<file path="src/rtl/cnn_layer_sequencer_if.sv">
// Avalon-MM register bus and datapath block handshake of the CNN layer sequencer.
// The master side is the host/datapath; the slave side is the sequencer.
interface cnn_layer_sequencer_if;
    logic        chipselect;
    logic        write;
    logic        read;
    logic [2:0]  address;
    logic [31:0] writedata;
    logic [31:0] readdata;
    logic [1:0]  layer_sel;
    logic        layer_start;
    logic        block_req;
    logic        block_done;
    logic        busy;
    logic        irq;

    modport master (
        output chipselect,
        output write,
        output read,
        output address,
        output writedata,
        output block_done,
        input  readdata,
        input  layer_sel,
        input  layer_start,
        input  block_req,
        input  busy,
        input  irq
    );

    modport slave (
        input  chipselect,
        input  write,
        input  read,
        input  address,
        input  writedata,
        input  block_done,
        output readdata,
        output layer_sel,
        output layer_start,
        output block_req,
        output busy,
        output irq
    );
endinterface

</file>
<file path="src/rtl/cnn_layer_sequencer.sv">
// Host-programmable scheduler stepping the CNN accelerator through its four layers,
// issuing one block request at a time and flagging completion, aborts and errors.
module cnn_layer_sequencer #(
    parameter int TIMEOUT = 65535
) (
    input  logic                 clk,
    input  logic                 reset,
    cnn_layer_sequencer_if.slave bus
);

    typedef enum logic [2:0] {
        S_IDLE,
        S_LOAD,
        S_ISSUE,
        S_WAIT,
        S_NEXT,
        S_DONE
    } state_t;

    localparam logic [15:0] WD_LIMIT = 16'(TIMEOUT - 1);

    state_t      state;
    state_t      state_next;

    logic [15:0] layer_blocks [4];
    logic [15:0] block_cnt;
    logic [15:0] cnt_inc;
    logic [15:0] cur_blocks;
    logic [15:0] wd_cnt;
    logic [1:0]  layer_sel;
    logic        done;
    logic        aborted;
    logic        err_timeout;
    logic        err_protocol;
    logic        irq_en;
    logic        busy_int;

    logic        wr_en;
    logic        rd_en;
    logic        ctrl_wr;
    logic        blk_wr;
    logic        start_cmd;
    logic        abort_cmd;
    logic        irq_clear_cmd;
    logic        wd_expire;
    logic [2:0]  blk_addr;
    logic [31:0] read_mux;
    logic [31:0] readdata_q;
    logic        unused_wdata;

    assign wr_en         = bus.chipselect & bus.write;
    assign rd_en         = bus.chipselect & bus.read;
    assign ctrl_wr       = wr_en && (bus.address == 3'd0);
    assign blk_addr      = bus.address - 3'd2;
    assign busy_int      = (state != S_IDLE);

    // Layer counts are frozen while a sequence runs so the terminal compare stays stable.
    assign blk_wr        = wr_en && (bus.address >= 3'd2) && (bus.address <= 3'd5) && !busy_int;

    // Abort beats start when both arrive in the same write; start only counts when idle.
    assign abort_cmd     = ctrl_wr & bus.writedata[1];
    assign start_cmd     = ctrl_wr & bus.writedata[0] & ~bus.writedata[1] & ~busy_int;
    assign irq_clear_cmd = ctrl_wr & bus.writedata[2];

    assign cur_blocks    = layer_blocks[layer_sel];
    assign cnt_inc       = block_cnt + 16'd1;
    assign unused_wdata  = ^bus.writedata[31:16];

    always_comb begin
        read_mux = '0;
        case (bus.address)
            3'd1: read_mux = {block_cnt, 8'd0, layer_sel, 1'b0, err_protocol,
                              err_timeout, aborted, done, busy_int};
            3'd2, 3'd3, 3'd4, 3'd5: read_mux = {16'd0, layer_blocks[blk_addr[1:0]]};
            default: read_mux = '0;
        endcase
    end

    always_ff @(posedge clk) begin
        if (reset) begin
            state <= S_IDLE;
        end else begin
            state <= state_next;
        end
    end

    always_comb begin
        state_next = state;
        wd_expire  = 1'b0;
        if (abort_cmd) begin
            state_next = S_IDLE;
        end else begin
            case (state)
                S_IDLE: begin
                    if (start_cmd) begin
                        state_next = S_LOAD;
                    end
                end
                S_LOAD: begin
                    state_next = (cur_blocks == 16'd0) ? S_NEXT : S_ISSUE;
                end
                S_ISSUE: begin
                    state_next = S_WAIT;
                end
                S_WAIT: begin
                    // A completion arriving on the expiry cycle still counts as a normal block.
                    if (bus.block_done) begin
                        state_next = (cnt_inc == cur_blocks) ? S_NEXT : S_ISSUE;
                    end else if (wd_cnt == WD_LIMIT) begin
                        state_next = S_IDLE;
                        wd_expire  = 1'b1;
                    end
                end
                S_NEXT: begin
                    state_next = (layer_sel == 2'd3) ? S_DONE : S_LOAD;
                end
                S_DONE: begin
                    state_next = S_IDLE;
                end
                default: begin
                    state_next = S_IDLE;
                end
            endcase
        end
    end

    always_ff @(posedge clk) begin
        if (reset) begin
            for (int i = 0; i < 4; i++) begin
                layer_blocks[i] <= '0;
            end
            block_cnt    <= '0;
            wd_cnt       <= '0;
            layer_sel    <= '0;
            done         <= 1'b0;
            aborted      <= 1'b0;
            err_timeout  <= 1'b0;
            err_protocol <= 1'b0;
            irq_en       <= 1'b0;
            readdata_q   <= '0;
        end else begin
            if (ctrl_wr) begin
                irq_en <= bus.writedata[3];
            end
            if (blk_wr) begin
                layer_blocks[blk_addr[1:0]] <= bus.writedata[15:0];
            end
            if (rd_en) begin
                readdata_q <= read_mux;
            end

            if (start_cmd) begin
                layer_sel    <= '0;
                done         <= 1'b0;
                aborted      <= 1'b0;
                err_timeout  <= 1'b0;
                err_protocol <= 1'b0;
            end

            // On abort layer_sel and block_cnt freeze so the host can see where it stopped.
            if (!abort_cmd) begin
                if (state == S_LOAD && cur_blocks != 16'd0) begin
                    block_cnt <= '0;
                end
                if (state == S_WAIT && bus.block_done) begin
                    block_cnt <= cnt_inc;
                end
                if (state == S_NEXT && layer_sel != 2'd3) begin
                    layer_sel <= layer_sel + 2'd1;
                end
            end

            if (state_next == S_WAIT && state != S_WAIT) begin
                wd_cnt <= '0;
            end else if (state == S_WAIT) begin
                wd_cnt <= wd_cnt + 16'd1;
            end

            // done rises together with DONE so irq is visible there; completion beats irq_clear.
            if (irq_clear_cmd) begin
                done <= 1'b0;
            end
            if (state_next == S_DONE || (state == S_DONE && !abort_cmd)) begin
                done <= 1'b1;
            end
            if (abort_cmd) begin
                aborted <= 1'b1;
            end
            if (wd_expire) begin
                err_timeout <= 1'b1;
            end
            if (bus.block_done && state != S_WAIT) begin
                err_protocol <= 1'b1;
            end
        end
    end

    assign bus.readdata    = readdata_q;
    assign bus.layer_sel   = layer_sel;
    assign bus.layer_start = (state == S_LOAD) && (cur_blocks != 16'd0);
    assign bus.block_req   = (state == S_ISSUE);
    assign bus.busy        = busy_int;
    assign bus.irq         = done & irq_en;

endmodule

</file>
<file path="src/flat_wrapper.sv">
// flat-port wrapper written by rule: the top's interface ports become plain ports
module cnn_layer_sequencer_flat 
#(
    parameter int TIMEOUT = 65535
)
  (clk, reset, bus_chipselect, bus_write, bus_read, bus_address, bus_writedata, bus_block_done, bus_readdata, bus_layer_sel, bus_layer_start, bus_block_req, bus_busy, bus_irq);
  cnn_layer_sequencer_if bus_i ();
  input  logic clk;
  input  logic reset;
  input wire logic [$bits(bus_i.chipselect)-1:0] bus_chipselect;
  input wire logic [$bits(bus_i.write)-1:0] bus_write;
  input wire logic [$bits(bus_i.read)-1:0] bus_read;
  input wire logic [$bits(bus_i.address)-1:0] bus_address;
  input wire logic [$bits(bus_i.writedata)-1:0] bus_writedata;
  input wire logic [$bits(bus_i.block_done)-1:0] bus_block_done;
  output wire logic [$bits(bus_i.readdata)-1:0] bus_readdata;
  output wire logic [$bits(bus_i.layer_sel)-1:0] bus_layer_sel;
  output wire logic [$bits(bus_i.layer_start)-1:0] bus_layer_start;
  output wire logic [$bits(bus_i.block_req)-1:0] bus_block_req;
  output wire logic [$bits(bus_i.busy)-1:0] bus_busy;
  output wire logic [$bits(bus_i.irq)-1:0] bus_irq;
  assign bus_i.chipselect = bus_chipselect;
  assign bus_i.write = bus_write;
  assign bus_i.read = bus_read;
  assign bus_i.address = bus_address;
  assign bus_i.writedata = bus_writedata;
  assign bus_i.block_done = bus_block_done;
  assign bus_readdata = bus_i.readdata;
  assign bus_layer_sel = bus_i.layer_sel;
  assign bus_layer_start = bus_i.layer_start;
  assign bus_block_req = bus_i.block_req;
  assign bus_busy = bus_i.busy;
  assign bus_irq = bus_i.irq;
  cnn_layer_sequencer #(.TIMEOUT(TIMEOUT)) u_core (.clk(clk), .reset(reset), .bus(bus_i));
endmodule
</file>
<file path="config.mk">
export PLATFORM = sky130hd
export DESIGN_NAME = cnn_layer_sequencer_flat
export DESIGN_NICKNAME = d
export VERILOG_FILES = /design/src/rtl/cnn_layer_sequencer_if.sv /design/src/rtl/cnn_layer_sequencer.sv /design/src/flat_wrapper.sv
export SDC_FILE = /design/constraint.sdc
export NUM_CORES = 1
export LEC_CHECK = 0
export ABC_AREA = 1
export BUFFER_PORTS_ARGS = -buffer_cell sky130_fd_sc_hd__buf_2
export CAP_MARGIN = 30
export CORE_UTILIZATION = 45
export DETAILED_ROUTE_END_ITERATION = 6
export HOLD_SLACK_MARGIN = 0.15
export PLACE_DENSITY = 0.74
export SYNTH_ARGS = -nofsm -noshare
export SYNTH_HDL_FRONTEND = slang
export SYNTH_SLANG_ARGS = --single-unit
</file>
<file path="constraint.sdc">
create_clock -name clk -period 3.1 [get_ports clk]
set_input_delay 0.31 -clock clk [delete_from_list [all_inputs] [get_ports clk]]
set_output_delay 0.31 -clock clk [all_outputs]
set_load 0.01 [all_outputs]
</file>
* Word-level counts from Yosys, hierarchy flattened
Memories as Yosys holds them, arrays and structs flattened. A register that Yosys moved wholly into a read port is not among the register bits. Index checks and enable logic that the tools add are counted.
Operators by class: add/sub/neg operators 4, multiply operators 0, div/mod/pow operators 0, order comparisons 2, equal/unequal tests 17, shifts and indexed selects 0, muxes and demuxes 33, bitwise operators 11, reduce and logical (&&, ||, !) cells 27
Operators with widths (count):
- $pmux 32 s2 | 1
- $mux 16 | 3
- $add 16x1->16 const B | 2
- $mux 3 | 7
- $eq 16x16->1 | 1
- $eq 16x16->1 const B | 1
- $logic_not 16->1 | 1
- $mux 1 | 16
- $reduce_bool 16->1 | 1
- $reduce_or 16->1 | 1
- $eq 3x2->1 const B | 5
- $eq 3x3->1 const B | 5
- $pmux 3 s5 | 1
- $logic_and 1x1->1 | 10
- $mux 2 | 5
- $and 1x1->1 | 8
- $reduce_bool 2->1 | 4
- $eq 3x1->1 const B | 2
- $logic_not 3->1 | 2
- $reduce_bool 3->1 | 2
- $reduce_or 4->1 | 1
- $ge 3x2->1 const B | 1
- $le 3x3->1 const B | 1
- $ne 3x2->1 const B | 1
- 9 further kinds | 12
Word-level totals: bits in registers 74, latch bits 0, RAM bits 64, ROM bits 0, input bits 41, output and inout bits 38, logic and storage cells 105, memories 1
Memory list:
- u_core.layer_blocks | words 4, bits a word 16, rd ports 2, clocked after memory_dff 1, write ports 4, line cnn_layer_sequencer.sv:25 | logic [15:0] layer_blocks [4];

* Depth between registers and ports, before layout
Gate-level depths: netlist of the first run.
word-level depth 11, gate-level depth with buffers 19, mapped depth without buffers 17

* Worst setup path before layout of the first run
OpenSTA, ideal clock, no wires.
path kind input to register, start point input bus_address[1], end point memory u_core.layer_blocks[3][0] (enable), library setup time 411 ps, arrival 2280 ps, data required time 2689 ps, slack 409 ps, stages 6, buffers on the path 1, cell sequence inv_1 clkbuf_1 ha_1 nor4_1 inv_1 o21ai_0
RTL lines:
- start: declaration | line flat_wrapper.sv:13 | input wire logic [$bits(bus_i.address)-1:0] bus_address;
- end: declaration | line cnn_layer_sequencer.sv:25

==> metrics.yaml, run 1 <==
outcome:
  status: "completed"
floorplanning:
  top_level_ports: 79
  fp.dieArea_mm2: 0.0168
  start_util_pct: 46.2
  fp-row-count: 46
  fp.dieW_um: 130
  core-area_mm2: 0.0159
  die_h_um: 130
setup_path:
  crit_end: "bus_layer_start"
  crit_fanout: 38
  crit_start: "u_core.bus.layer_sel[0]"
  reg2reg_slack_ps: 670
  crit_path_start_kind: "register"
  r2r-end: "u_core.block_cnt[8]"
  worstPathRequired_ps: 2790
  endpoint_kind: "output pin"
  r2r_cells: 11
  cp_data_arrival_time_ps: 2300
  rr_startpoint: "u_core.bus.layer_sel[0]"
  crit_type: "reg -> out"
finish:
  drive_gt1_share_pct: 11.5
  antennaDiodeCount: 0
  syn_to_final_growth_pct: 16.3
  nets: 1122
  num-fill-cells: 1494
worst_hold_path:
  hp-start: "bus_block_done"
  hp-class: "in -> reg"
logic_synthesis:
  synthesis.area_mm2: 0.00734
  synth_top_area_share_pct: 26.2
  ys_types: 34
  synth-main-ff-cell: "dfxtp_1"
  synth_top_cell_by_area: "edfxtp_1"
  synth_seq_cells: 138
  async_reset_ff_share_pct: 0
  ys_warn_count: 0
  synth_seq_area_share_pct: 46.4
  synth_area_leaders: "edfxtp_1 26%, dfxtp_1 20%, nand2_1 17%"
  synth_common_cells: "325 x nand2_1, 133 x nor2_1, 89 x nand3_1"
  yosysMostFrequentCell: "nand2_1"
  synth_fp_nets: 1062
  syn_inst: 1015
  syn_avg_cell_area_um2: 7.23
  synth_edf_count: 64
power_and_ir_drop:
  p_per_area_mw_per_mm2: 523
  p_clk_share_pct: 48.8
  combPwrFrac_pct: 6.7
  switching_share_pct: 22.3
  share_seq_of_total_power_pct: 44.5
  p_int_mw: 3.47
  p_sw_mw: 0.995
  cellLeakagePower_nw: 3.57
  ir_drop_mv: 0.382
global_route:
  grt_max_degree: 39
  grt_pass1_vias: 6424
  grt_pass1_wl_mm: 30.8
  antenna_found_initial: 0
  grt_usage_pct: 23.7
  gr-total-overflow: 0
clock_tree:
  clk_latency_ps: 430
  clockRootBuffer: "clkbuf_16"
  post_cts_buffers: 0
  clock_path_buffers: 2
  cts_buffers: 17
  cts_resized: 0
  path_clk_slew_ps: 60
  tritoncts: "yes"
  cts_sinks: 138
  postCtsHoldBufs: 0
  cts.htree.levels: 4
timing:
  holdWs_ps: 188
  tightest_slew_ps: 679
  post-route-period-util_pct: 84.3
  max_freq_mhz: 383
  finalSetupTns_ps: 0
  relSlewSlack_pct: 54.7
  setup_violations: 0
  final-hold-violation-count: 0
  rsz0062_at_grt: "no"
  clock_skew_ps: 7.08
  drv_slew: 0
  fin_crit_ps: 2610
detailed_routing:
  routedWlPerCell_um: 14.3
  vias: 6844
  finalWirelength_mm: 18.7
  drt-vias-per-instance: 5.25
  ant_nets: 0
  drtIter0Drc: 554
  drtPass1Iterations: 5
  drc: 0
placement:
  numPortBuffers: 62
  hpwl_mm: 12.9
  place_congestion: 0.878
run:
  maxCapViolCount: 0
worst max-delay path: stages, from the launching register on:
cell     delay, ps
dfxtp_1        340
buf_4          380
nand2_1         90
o21ai_0        130
nand2_1         80
nand2_1        180
nor3_1          80
nand2_1        110
nor2_2          60
nor2_2         230
buf_2          190
area by class of cell:
type	count	area (µm²)	area share [%]
multi-input combinational	746	3400	39.9
tap	216	270	3.16
clock inverter	10	161	1.89
clock buffer	22	475	5.57
inverter	88	330	3.87
timing repair buffer	84	495	5.80
sequential	138	3400	39.9
sequential cells by signal (all words and copies together), names as in the netlist:
signal / count
u_core.err_protocol: 1
u_core.aborted: 1
u_core.wd_cnt: 16
u_core.irq_en: 1
u_core.block_cnt: 16
u_core.done: 1
u_core.err_timeout: 1
u_core.bus.layer_sel: 2
u_core.bus.readdata: 32
u_core.state: 3
u_core.layer_blocks: 64
per-stage QoR:
stage | util, % | instances | worst slack, ps | area, µm² | total power, mW
detailed placement | 49.7 | 1272 | 715 | 7900 | 2.32
global route | 53.8 | 1304 | 374 | 8540 | 4.62
floorplan | - | 1015 | 409 | 7340 | 2.20
global placement | 49.6 | 1271 | 787 | 7880 | 2.31
finish | 53.8 | 1304 | 486 | 8540 | 4.47
CTS | 53.8 | 1304 | 487 | 8540 | 4.48
cells by family (layout without fill, tap and decap cells):
| group | after synthesis | count (layout) | share of synthesized area (%) |
|---|---|---|---|
| and+or+nand+nor | 591 | 591 | 33.2 |
| DFF | 138 | 138 | 46.4 |
| AOI/OAI and AO/OA | 134 | 134 | 10.4 |
| adders and majority gates | 6 | 6 | 1.02 |
| xor gates and xnor gates | 15 | 15 | 1.79 |
| buffers and inverters | 131 | 204 | 7.28 |
how the worst min path moves through the flow:
stage,to,slack [ps],cells after the start
global route,u_core.err_protocol,190,3
floorplan,u_core.irq_en,440,2
finish,u_core.err_protocol,190,3
CTS,u_core.irq_en,170,3
detailed placement,u_core.bus.readdata[5],450,2
global placement,u_core.irq_en,450,2
cells in the final DEF (no fill, tap or decap), types with 2 or more instances in the layout:
cell type / n
a21oi_1: 54
a31oi_1: 7
buf_2: 62
buf_4: 21
bufinv_16: 4
clkbuf_1: 3
clkbuf_16: 18
clkinv_2: 3
clkinv_4: 2
dfxtp_1: 74
edfxtp_1: 64
ha_1: 6
inv_1: 85
inv_2: 2
nand2_1: 325
nand3_1: 89
nand3b_1: 5
nand4_1: 7
nor2_1: 133
nor2_2: 4
nor3_1: 21
nor4_1: 4
o211ai_1: 19
o211ai_2: 2
o21ai_0: 45
o21ai_1: 2
o21bai_1: 2
xnor2_1: 3
xor2_1: 12
layer usage:
layer	share of wire (%)	track usage [%]
met1	44	29.6
met2	48	39.8
met3	5.1	4.92
met4	2.6	10.3
met5	0	0
power by group through the flow:
stage          clock network [mW]  registers [mW]  logic (mW)
4_1_cts                      2.20            1.99       0.298
3_5_place_dp                    0            2.03       0.296
5_1_grt                      2.29            1.99       0.333
2_1_floorplan                   0            2.03       0.174
3_3_place_gp                    0            2.02       0.287
6_report                     2.18            1.99       0.299
Note: power is estimated with default switching activity, not from simulation.
==> run 2, diff against run 1 <==
==> constraint.sdc (replaced) <==
create_clock -name clk -period 2.7 [get_ports clk]
set_input_delay 0.27 -clock clk [delete_from_list [all_inputs] [get_ports clk]]
set_output_delay 0.27 -clock clk [all_outputs]
set_load 0.01 [all_outputs]
==> run 2 against run 1 <==
First-iteration DRC count grew 0.18%. Hold slack better by 1.2 ps. Die area unchanged. Register-to-register slack got worse by 310 ps. Clock skew rose by 2.7 ps. Critical endpoint unchanged. Clock power grew 7%. Largest cell class unchanged. Via count decreased by 0.44%. Sequential power is 15% higher. Wire length fell by 0.77%. Core utilization fell by 0.15 points.
==> metrics.yaml, run 2 (synthesis gave the netlist of run 1 again) <==
floorplanning:
  fp.dieArea_mm2: 0.0168  # unchanged
  fp.dieW_um: 130  # unchanged
  top_level_ports: 79  # unchanged
  core-area_mm2: 0.0159  # unchanged
  fp-row-count: 46  # unchanged
  die_h_um: 130  # unchanged
  start_util_pct: 46.2  # unchanged
power_and_ir_drop:
  ir_drop_mv: 0.483  # +26%
  combPwrFrac_pct: 6.9  # +0.2 points
  p_int_mw: 3.73  # +7.5%
  switching_share_pct: 24.6  # +2.3 points
  p_per_area_mw_per_mm2: 581  # +11%
  share_seq_of_total_power_pct: 46.1  # +1.6 points
  p_clk_share_pct: 47.0  # -1.8 points
  cellLeakagePower_nw: 3.55  # -0.68%
  p_sw_mw: 1.22  # +22%
timing:
  setup_violations: 0  # unchanged
  drv_slew: 0  # unchanged
  fin_crit_ps: 2480
  post-route-period-util_pct: 91.8
  final-hold-violation-count: 0  # unchanged
  rsz0062_at_grt: "no"
  relSlewSlack_pct: 66.3  # +12 points
  worst_slack_ps: 222  # -265 ps
  max_freq_mhz: 404
  clock_skew_ps: 9.83  # +2.74 ps
  finalSetupTns_ps: 0  # unchanged
  tightest_slew_ps: 504  # -175 ps
global_route:
  grt_pass1_wl_mm: 30.1  # -2.1%
  grt_max_degree: 40  # +2.6%
  antenna_found_initial: 0  # unchanged
  grt_pass1_vias: 6155  # -4.2%
  gr-total-overflow: 0  # unchanged
  grt_usage_pct: 23.4  # -0.36 points
placement:
  dpl_worst_slack_ps: 393  # -323 ps
  place_congestion: 0.863  # -1.7%
  hpwl_mm: 13.0  # +1.1%
  numPortBuffers: 62  # unchanged
finish:
  final_cell_mix: "325 x nand2_1, 133 x nor2_1, 89 x nand3_1, 85 x inv_1, 74 x dfxtp_1"
  nets: 1127  # +0.45%
  largest_reg_flops: 64  # unchanged
  layout_commonest_cell: "nand2_1"
  num-fill-cells: 1539  # +3.0%
  regMostFlops: "u_core.layer_blocks"
  syn_to_final_growth_pct: 16.0
  drive_gt1_share_pct: 11.9  # +0.40 points
  antennaDiodeCount: 0  # unchanged
clock_tree:
  path_clk_slew_ps: 60  # about the same
  cts_buffers: 17  # unchanged
  clock_path_buffers: 2  # unchanged
  cts_sinks: 138  # unchanged
  clk_latency_ps: 430  # about the same
  tritoncts: "yes"
  cts.htree.levels: 4  # unchanged
  clockRootBuffer: "clkbuf_16"
setup_path:
  crit_type: "reg -> out"
  endpoint_kind: "output pin"
  cp_data_arrival_time_ps: 2210  # -90 ps
  crit_top_cell: "nand2_1"
  worstPathRequired_ps: 2430  # -360 ps
  crit_fanout: 24  # -37%
  reg2reg_slack_ps: 360  # -310 ps
  slowest_stage: "dfxtp_1"
  path_cells: "buf_4 > nand2_1 > o21ai_0 > nand2_1 > nand2_1 > nor3_1 > nand2_1 > nor2_2 > nor2_2 > buf_2"
  max_stage_delay_ps: 400  # +20 ps
  crit_path_start_kind: "register"
outcome:
  status: "completed"
detailed_routing:
  routedWlPerCell_um: 14.1  # -1.2%
  drc: 0  # unchanged
  drtPass1Iterations: 5  # unchanged
  drt-vias-per-instance: 5.21  # -0.82%
  vias: 6814  # -0.44%
  ant_nets: 0  # unchanged
  finalWirelength_mm: 18.5  # -0.77%
  drtIter0Drc: 555  # +0.18%
worst_hold_path:
  hp-class: "in -> reg"
run:
  maxCapViolCount: 0  # unchanged
run 2: cell count changes in the layout (fill, tap and decap cells not counted), sizes merged:
cell,change
clkinvlp,+5
clkinv,-3
clkbuf,-5
buf,+3
bufinv,-2
inv,+5
dlygate4sd3,+2
run 2: repair_timing:
action | 4_1_cts | 5_1_grt
endpoints found under the hold margin | 2 | 0
hold buffers | 2 | 0
gates resized for setup | 0 | 2
setup endpoints to repair | 0 | 1
setup buffers | 0 | 0
run 2: cell type report:
| cell class | count | area (µm²) | share of cell area [%] |
|---|---|---|---|
| repair buffers | 89 | 518 | 6.08 |
| well taps | 216 | 270 | 3.17 |
| clock buffers | 17 | 425 | 5.00 |
| flip-flops and latches | 138 | 3400 | 40.0 |
| inverters | 88 | 333 | 3.91 |
| multi-input cells | 746 | 3400 | 40.0 |
| clock inverters | 15 | 163 | 1.91 |
run 2: path summary, 6_finish.rpt:
kind	start	depth (start not counted)	endpoint
worst min-delay path	bus_writedata[7]	3	u_core.layer_blocks[1][7]
worst max-delay path	u_core.bus.layer_sel[0]	10	bus_layer_start
worst min register to register	u_core.bus.readdata[14]	2	u_core.bus.readdata[14]
worst max register to register	u_core.bus.layer_sel[0]	11	u_core.block_cnt[4]
run 2: per-stage QoR:
stage                     hold WS [ps]  cells  util [%]  area, µm²  power (mW)
after floorplan                    419   1015         -       7340        2.53
after global placement             449   1275      49.8       7910        2.66
after detailed placement           454   1275      49.8       7910        2.66
after CTS                          171   1309      53.6       8510        4.99
after global routing               185   1309      53.6       8520        5.11
final                              189   1309      53.6       8520        4.95
run 2: power groups by stage:
stage          registers [mW]  logic (mW)  clock network (mW)
2_1_floorplan            2.33       0.200                   0
3_3_place_gp             2.32       0.332                   0
3_5_place_dp             2.32       0.337                   0
4_1_cts                  2.28       0.342                2.37
5_1_grt                  2.29       0.380                2.44
6_report                 2.28       0.343                2.33
run 2: worst max-delay path: cells and delay by family, from the launching register on:
family          cells  cell delay (ps)
compound gates      1               80
buf+inv             2              480
flops               1              400
simple gates        7              830
run 2: metal layers:
| layer | part of all wire [%] | track usage [%] | vias to the layer above |
|---|---|---|---|
| li1 | - | - | 3455 |
| met1 | 44 | 29.1 | 3106 |
| met2 | 48 | 39.2 | 217 |
| met3 | 5.8 | 4.80 | 36 |
| met4 | 2.2 | 10.4 | 0 |
| met5 | 0 | 0 | - |
